--- src/rtl/i2c_init_sequencer.sv ---
// Table-driven I2C register-init sequencer: replays a host-loaded command table into i2c_transmitter.
// Optional DELAY opcode support is built when I2C_INIT_DELAY_EN is defined.
module i2c_init_sequencer #(
  parameter int ADDR_W  = 16,
  parameter int DATA_W  = 8,
  parameter int DEPTH   = 64,
  parameter int DELAY_W = 16,
  localparam int IDX_W   = $clog2(DEPTH),
  localparam int ENTRY_W = 5 + ADDR_W + DATA_W
) (
  input  logic               clock,
  input  logic               reset,
  input  logic               trigger_i,
  input  logic               cfg_we_i,
  input  logic [IDX_W-1:0]   cfg_addr_i,
  input  logic [ENTRY_W-1:0] cfg_data_i,
  output logic               busy_o,
  output logic               done_o,
  output logic [IDX_W-1:0]   entry_idx_o,
  output logic [ADDR_W-1:0]  reg_addr_o,
  output logic [DATA_W-1:0]  reg_data_o,
  output logic               rw_bit_o,
  output logic [1:0]         i2c_tx_phases_o,
  output logic               data_valid_o,
  input  logic               i2c_transmitter_ready
);

  if (DELAY_W > ADDR_W + DATA_W) begin : g_bad_delay_w
    $error("DELAY_W must not exceed ADDR_W + DATA_W");
  end

  typedef enum logic [3:0] {
    S_IDLE, S_FETCH, S_DECODE, S_ISSUE, S_GUARD, S_WAIT, S_DELAY, S_NEXT, S_FINISH
  } state_t;

  localparam logic [1:0] OP_XFER  = 2'b00;
  localparam logic [1:0] OP_DELAY = 2'b01;

  state_t state, state_d;
  logic [IDX_W-1:0]   idx;
  logic [ENTRY_W-1:0] mem [DEPTH];
  logic [ENTRY_W-1:0] rd_q;

  logic [1:0]        ent_op, ent_ph;
  logic              ent_rw;
  logic [ADDR_W-1:0] ent_addr;
  logic [DATA_W-1:0] ent_data;

  assign ent_op   = rd_q[ENTRY_W-1 -: 2];
  assign ent_rw   = rd_q[ENTRY_W-3];
  assign ent_ph   = rd_q[ENTRY_W-4 -: 2];
  assign ent_addr = rd_q[DATA_W +: ADDR_W];
  assign ent_data = rd_q[DATA_W-1:0];

  // Table RAM: not reset; host writes land only while idle.
  always_ff @(posedge clock) begin
    if (cfg_we_i && state == S_IDLE) mem[cfg_addr_i] <= cfg_data_i;
    rd_q <= mem[idx];
  end

`ifdef I2C_INIT_DELAY_EN
  logic [DELAY_W-1:0] dly_cnt;
  logic [DELAY_W-1:0] dly_val;
  assign dly_val = rd_q[DELAY_W-1:0];

  always_ff @(posedge clock) begin
    if (reset)
      dly_cnt <= '0;
    else if (state == S_DECODE && ent_op == OP_DELAY)
      dly_cnt <= dly_val;
    else if (state == S_DELAY)
      dly_cnt <= dly_cnt - 1'b1;
  end
`endif

  always_ff @(posedge clock) begin
    if (reset) state <= S_IDLE;
    else       state <= state_d;
  end

  always_comb begin
    state_d      = state;
    busy_o       = (state != S_IDLE);
    done_o       = (state == S_FINISH);
    data_valid_o = (state == S_ISSUE);
    case (state)
      S_IDLE:   if (trigger_i) state_d = S_FETCH;
      S_FETCH:  state_d = S_DECODE;
      S_DECODE: begin
        case (ent_op)
          OP_XFER:  state_d = S_ISSUE;
`ifdef I2C_INIT_DELAY_EN
          OP_DELAY: state_d = (dly_val == '0) ? S_NEXT : S_DELAY;
`else
          OP_DELAY: state_d = S_NEXT;
`endif
          default:  state_d = S_FINISH;
        endcase
      end
      S_ISSUE:  if (i2c_transmitter_ready) state_d = S_GUARD;
      // Transmitter drops ready one cycle after accept; skip that stale cycle.
      S_GUARD:  state_d = S_WAIT;
      S_WAIT:   if (i2c_transmitter_ready) state_d = S_NEXT;
`ifdef I2C_INIT_DELAY_EN
      S_DELAY:  if (dly_cnt == DELAY_W'(1)) state_d = S_NEXT;
`else
      S_DELAY:  state_d = S_NEXT;
`endif
      S_NEXT:   state_d = (idx == IDX_W'(DEPTH-1)) ? S_FINISH : S_FETCH;
      S_FINISH: state_d = S_IDLE;
      default:  state_d = S_IDLE;
    endcase
  end

  always_ff @(posedge clock) begin
    if (reset) begin
      idx             <= '0;
      reg_addr_o      <= '0;
      reg_data_o      <= '0;
      rw_bit_o        <= 1'b0;
      i2c_tx_phases_o <= 2'b00;
    end else begin
      if (state == S_IDLE && trigger_i)
        idx <= '0;
      else if (state == S_NEXT && idx != IDX_W'(DEPTH-1))
        idx <= idx + 1'b1;
      // Command fields are captured on the way into ISSUE and held afterwards.
      if (state == S_DECODE && ent_op == OP_XFER) begin
        reg_addr_o      <= ent_addr;
        reg_data_o      <= ent_data;
        rw_bit_o        <= ent_rw;
        i2c_tx_phases_o <= ent_ph;
      end
    end
  end

  assign entry_idx_o = idx;

endmodule

--- config.mk ---
export PLATFORM = sky130hd
export DESIGN_NAME = i2c_init_sequencer
export DESIGN_NICKNAME = d
export VERILOG_FILES = /design/src/rtl/i2c_init_sequencer.sv
export SDC_FILE = /design/constraint.sdc
export NUM_CORES = 2
export LEC_CHECK = 0
export ABC_CLOCK_PERIOD_IN_PS = 3300
export CORE_MARGIN = 1.5
export CORE_UTILIZATION = 56
export DETAILED_ROUTE_END_ITERATION = 10
export PLACE_DENSITY = 0.86
export SYNTH_ARGS = -nofsm -noshare
export SYNTH_HDL_FRONTEND = slang
export SYNTH_SLANG_ARGS = --single-unit
--- constraint.sdc ---
create_clock -name clock -period 3.3 [get_ports clock]
set_clock_uncertainty 0.05 [all_clocks]
set_input_delay 0.66 -clock clock [delete_from_list [all_inputs] [get_ports clock]]
set_output_delay 0.66 -clock clock [all_outputs]
set_load 0.01 [all_outputs]
**Yosys cells after proc, flatten, opt, wreduce, memory -nomap -nowiden**

Memory sizes are Yosys's and may differ from the RTL's. A register that Yosys moved wholly into a read port is not among the register bits.
Cells that the tools add are included.

- Bits in registers: 37
- Bits in writable memories: 1,856
- Bits of input ports: 40
- Word-level logic and storage cells: 39
- Memories kept: 1

- Add/sub/neg operators: 1
- Equality and inequality tests: 14
- Multiplexer cells: 8
- Reduce and logical (&&, ||, !) cells: 9

Memories:

| name | depth | width | read ports | clocked after memory_dff | write ports | line | RTL |
|---|---|---|---|---|---|---|---|
| mem | 64 | 29 | 1 | 1 | 1 | 41 | `logic [ENTRY_W-1:0] mem [DEPTH];` |

Operator list:

| operator | count |
|---|---|
| $pmux 4 s8 | 1 |
| $eq 4x3->1 const B | 4 |
| $mux 4 | 4 |
| $eq 4x2->1 const B | 2 |
| $pmux 4 s2 | 1 |
| $add 6x1->6 const B | 1 |
| $eq 6x6->1 const B | 1 |
| $ne 6x6->1 const B | 1 |
| $eq 4x1->1 const B | 1 |
| $eq 4x4->1 const B | 1 |
| $logic_and 1x1->1 | 4 |
| $logic_not 4->1 | 1 |
| $ne 2x2->1 const B | 2 |
| $reduce_bool 4->1 | 1 |
| $reduce_and 3->1 | 1 |
| $eq 2x1->1 const B | 1 |
| $logic_not 2->1 | 1 |
| $mux 1 | 2 |
| $ne 2x1->1 const B | 1 |
| $reduce_or 2->1 | 1 |

**Depth between registers and ports, before layout**

- Depth in word-level cells: 4
- Mapped depth: 9
- Mapped depth without buffers: 5

**Worst setup path before layout**

No wires, ideal clock.

- Path kind: reg-to-reg
- Start point: register state[0]
- End point: memory mem[59][0] (netlist bit) (enable)
- Arrival time: 2,835 ps
- Slack: 0 ps
- Stages on the path, launching flop included: 7
- Path buffers: 2
- Period minus slack after synthesis: 3,300 ps
- Path through: dfxtp_1 -> clkbuf_1 -> nor4_4 -> nand3_1 -> or3b_2 -> clkbuf_1 -> nor2_1

- Longest elaborated chain between the ends: 4

Ends and longest elaborated chain:

| item | line | RTL |
|---|---|---|
| start: declaration | 39 | `state_t state, state_d;` |
| start signal: assignment | 78 | `else state <= state_d;` |
| $logic_not 4->1 | 57 | `if (cfg_we_i && state == S_IDLE) mem[cfg_addr_i] <= cfg_data_i;` |
| $logic_and 1x1->1 | 57 |  |
| $mux 1 | 57 |  |
| $mux 1 (not written as such) | 57 |  |
| end: declaration | 41 |  |

Every way passes these cells.

**Final worst setup path**

- Start point: register state[0]
- End point: output data_valid_o

- Longest elaborated chain between the ends: 1

Ends and longest elaborated chain:

| item | line | RTL |
|---|---|---|
| $eq 4x2->1 | 85 | `data_valid_o = (state == S_ISSUE);` |
| end: declaration | 24 | `output logic data_valid_o,` |

Every way passes these cells.

==> results.md <==
* Status: completed
* Cell row count at 132
* DP Cell Count at just over 5000
* Worst VDD drop at 0.000507 V
* Largest stage delay, worst path at 540 ps
* Worst setup startpoint: state[0]$_SDFFE_PP0P_
* Clock share of power at 42.6%
* Initial core utilization at a little under three fifths
* PnR worst setup slack at between 40 and 50 ps
* Ports at 76
* Register-to-Register Path Depth at 7
* R2R setup slack at ~110 ps
* DR WL/cell at between 30 and 40 um
* Nets at between 3000 and 4000
* Hold depth at 1
* PwrDens at 576 nW/um^2
* Critical path's slowest cell: clkdlybuf4s50_1
* Setup Viol. Count Final at 0
* Post-synthesis sequential area ratio at slightly below 80%
* Startpoint types: register
* Synth top area share at 76.3%
* Worst Path Arrival at between 2000 and 3000 ps
* Async S/R FF share, synth at 0%
* GRT Total Usage at a little under a third
* Fin cells at roughly 5500
* Lkg Pwr at 0.0252 uW
* Fin. max-slew vios at 0
* Layout area overhead at 15.0%
* CP Capture Type: primary output
* Vias at about 40000
* Synthesized Nets at ~3400
* Sw frac at between 20% and 30%
* Die X at 364 um
* RSZ-0062 raised after global routing: false
* First-pass GRT wire length at around 290000 um
* Hold path start: cfg_data_i[17]
* Final min period at 3260 ps
* Reg clk slew, reported paths at about 70 ps
* Root Buffer: clkbuf_16
* Vias per inst at approximately 7.1
* Synth Register Bits at about 1900
* Synth area leader: edfxtp_1
* Final ANT Viol Nets at 0
* Drt pass-1 iters at 6
* Antenna violations before repair at 18
* Syn. warnings at 0
* Synth cell types at 48
* Max FO, Critical Path at 9
* CTS buffer count at between 150 and 200
* # DRC at 0
* Setup TNS at 0 ps
* Worst-Margin Slew at roughly 1200 ps
* Post-route cell area at ~84000 um^2
* Synth area leaders: edfxtp_1, mux4_2, mux2i_1
* Vias in the first global route at a little under 40000
* Gate Count Post-Synth at 3314
* Max Cap Viol at 0
* Post-synth EDFFs at between 1500 and 2000
* DP Area at between 70000 and 80000 um^2
* Worst hold slack at roughly 110 ps
* Final Hold Violating Endpoints at 0
* # H-tree levels at 4
* Tcrit/Tclk final at between 90% and 100%
* WP data required at about 2600 ps
* Internal power at ~38000 uW
* Top post-synthesis cells by count: edfxtp_1, mux4_2, mux2i_1
* Fmax at between 0.3 and 0.4 GHz
* Layout cell share with drive strength beyond 1 at ~30%
* Place WS at roughly 200 ps
* Worst slew margin at a little under a fifth
* GP Congestion at between 0.9 and 1
* Most numerous cell in the Yosys netlist: edfxtp_1
* Max clock buf depth at 3
* Worst R2R Start: state[1]$_SDFFE_PP0P_
* Cell breakdown of the critical path: inv_1, nor3b_4, buf_4, clkdlybuf4s50_1
* Hold Path Sink: mem[40][17]$_DFFE_PP_
* Min-delay worst type: input pin to register
* Worst Path Class, Setup: register to primary output
* R2R Path End: mem[29][5]$_DFFE_PP_
* Syn avg cell area at between 20 and 25 um^2
* TritonCTS sink count at around 1900
* Top FF cell, synth: edfxtp_1
* CTS tree: yes
* Largest net degree at the start of global routing at between 60 and 70
* Total grt overflow at 0
* Mapped Area at 73100 um^2
* Die height at ~360 um
* Switch Pwr at slightly above 10000 uW
* Core ar. at 129000 um^2
* Register share of total power at a little under three fifths
* HPWL Detailed at roughly 110000 um
* Clk_lat worst skew at between 800 and 900 ps
* Number of port buffers at between 70 and 80
* # fillers at ~7400
* Die area at around 130000 um^2
* DR iter-0 viols at a little over 7000
* Comb power frac at between 1.5 and 2%
* DRT Wirelength at about 210000 um
[power by group through the flow]
stage / logic [uW] / clock network, uW / registers, uW
after floorplan: 150 / 0 / 27400
after global placement: 791 / 0 / 27400
after detailed placement: 842 / 0 / 27400
after CTS: 871 / 20600 / 26900
after global routing: 926 / 21500 / 26900
final: 927 / 20600 / 26900
[registers in the layout, indices dropped and copies added (netlist names)]
register / flops
i2c_tx_phases_o: 2
rd_q: 29
entry_idx_o: 6
state: 4
mem: 1856
rw_bit_o: 1
reg_addr_o: 16
reg_data_o: 8
[critical path: cells and delay by family (launching register included)]
| family | cells | cell delay [ps] |
|---|---|---|
| and+or+nand+nor | 1 | 380 |
| DFF | 1 | 450 |
| buffers and inverters | 3 | 900 |
[cells by family (layout without fill, tap and decap cells)]
kind of cell | Yosys count | after routing | share of synthesized area [%]
AOI/OAI and AO/OA | 305 | 305 | 3.12
other | 0 | 3 | 0
DFF | 1922 | 1922 | 78.1
buffers and inverters | 202 | 649 | 1.45
muxes | 639 | 639 | 15.8
adders and majority gates | 1 | 1 | 0.0171
and+or+nand+nor | 240 | 240 | 1.47
xor gates and xnor gates | 5 | 5 | 0.0599
[cell type report]
class / count / area, um^2 / share of cell area, %
Antenna cell: 3 / 7.51 / 0.00894
Clock buffer: 224 / 4800 / 5.72
Timing Repair Buffer: 312 / 3580 / 4.26
Clock inverter: 107 / 915 / 1.09
Multi-Input combinational cell: 1190 / 15400 / 18.4
Inverter: 6 / 22.5 / 0.0268
Tap cell: 1742 / 2180 / 2.59
Sequential cell: 1922 / 57100 / 67.9
[cells in the final DEF, fill, tap and decap left out, types with 30 or more instances in the layout]
| cell | synthesis | layout |
|---|---|---|
| edfxtp_1 | 1856 | 1856 |
| mux4_2 | 406 | 406 |
| clkbuf_16 | 0 | 183 |
| mux2i_1 | 175 | 175 |
| buf_4 | 23 | 141 |
| nand2_1 | 120 | 120 |
| buf_12 | 0 | 96 |
| a21oi_1 | 60 | 60 |
| mux2_2 | 58 | 58 |
| dfxtp_1 | 66 | 57 |
| nor2_4 | 0 | 52 |
| clkdlybuf4s50_1 | 0 | 44 |
| clkinv_2 | 0 | 40 |
| clkbuf_1 | 63 | 34 |
| clkinv_1 | 0 | 34 |
| a31oi_1 | 31 | 31 |
| o211ai_1 | 30 | 30 |
| buf_2 | 88 | 30 |
[repair_timing]
action,CTS,global route
setup buffers,0,4
hold buffers,0,0
endpoints found under the setup margin,3,2
pin swaps,0,1
gates resized for setup,9,4
[how the worst max path moves through the flow]
| stage | end | slack, ps | depth (start not counted) |
|---|---|---|---|
| floorplan | mem[59][0]$_DFFE_PP_ | 0.07 | 6 |
| global placement | mem[27][4]$_DFFE_PP_ | 350 | 6 |
| detailed placement | mem[53][20]$_DFFE_PP_ | 200 | 6 |
| CTS | done_o | -70 | 3 |
| global route | done_o | 40 | 4 |
| finish | data_valid_o | 40 | 4 |
[stage by stage]
| step | util (%) | total power (uW) |
|---|---|---|
| final | 64.9 | 48400 |
| after global routing | 64.9 | 49300 |
| after CTS | 64.8 | 48400 |
| after detailed placement | 60.4 | 28200 |
| after global placement | 60.4 | 28200 |
| after floorplan | - | 27500 |
[metal layers]
metal / vias to the layer above / wire length (um) / global-route usage (%)
met5: - / 181 / 0.182
met3: 904 / 30600 / 9.33
li1: 14600 / - / -
met2: 3976 / 98700 / 50.0
met4: 28 / 15000 / 18.3
met1: 19600 / 64700 / 39.8
Power figures use the tool's default switching activity.
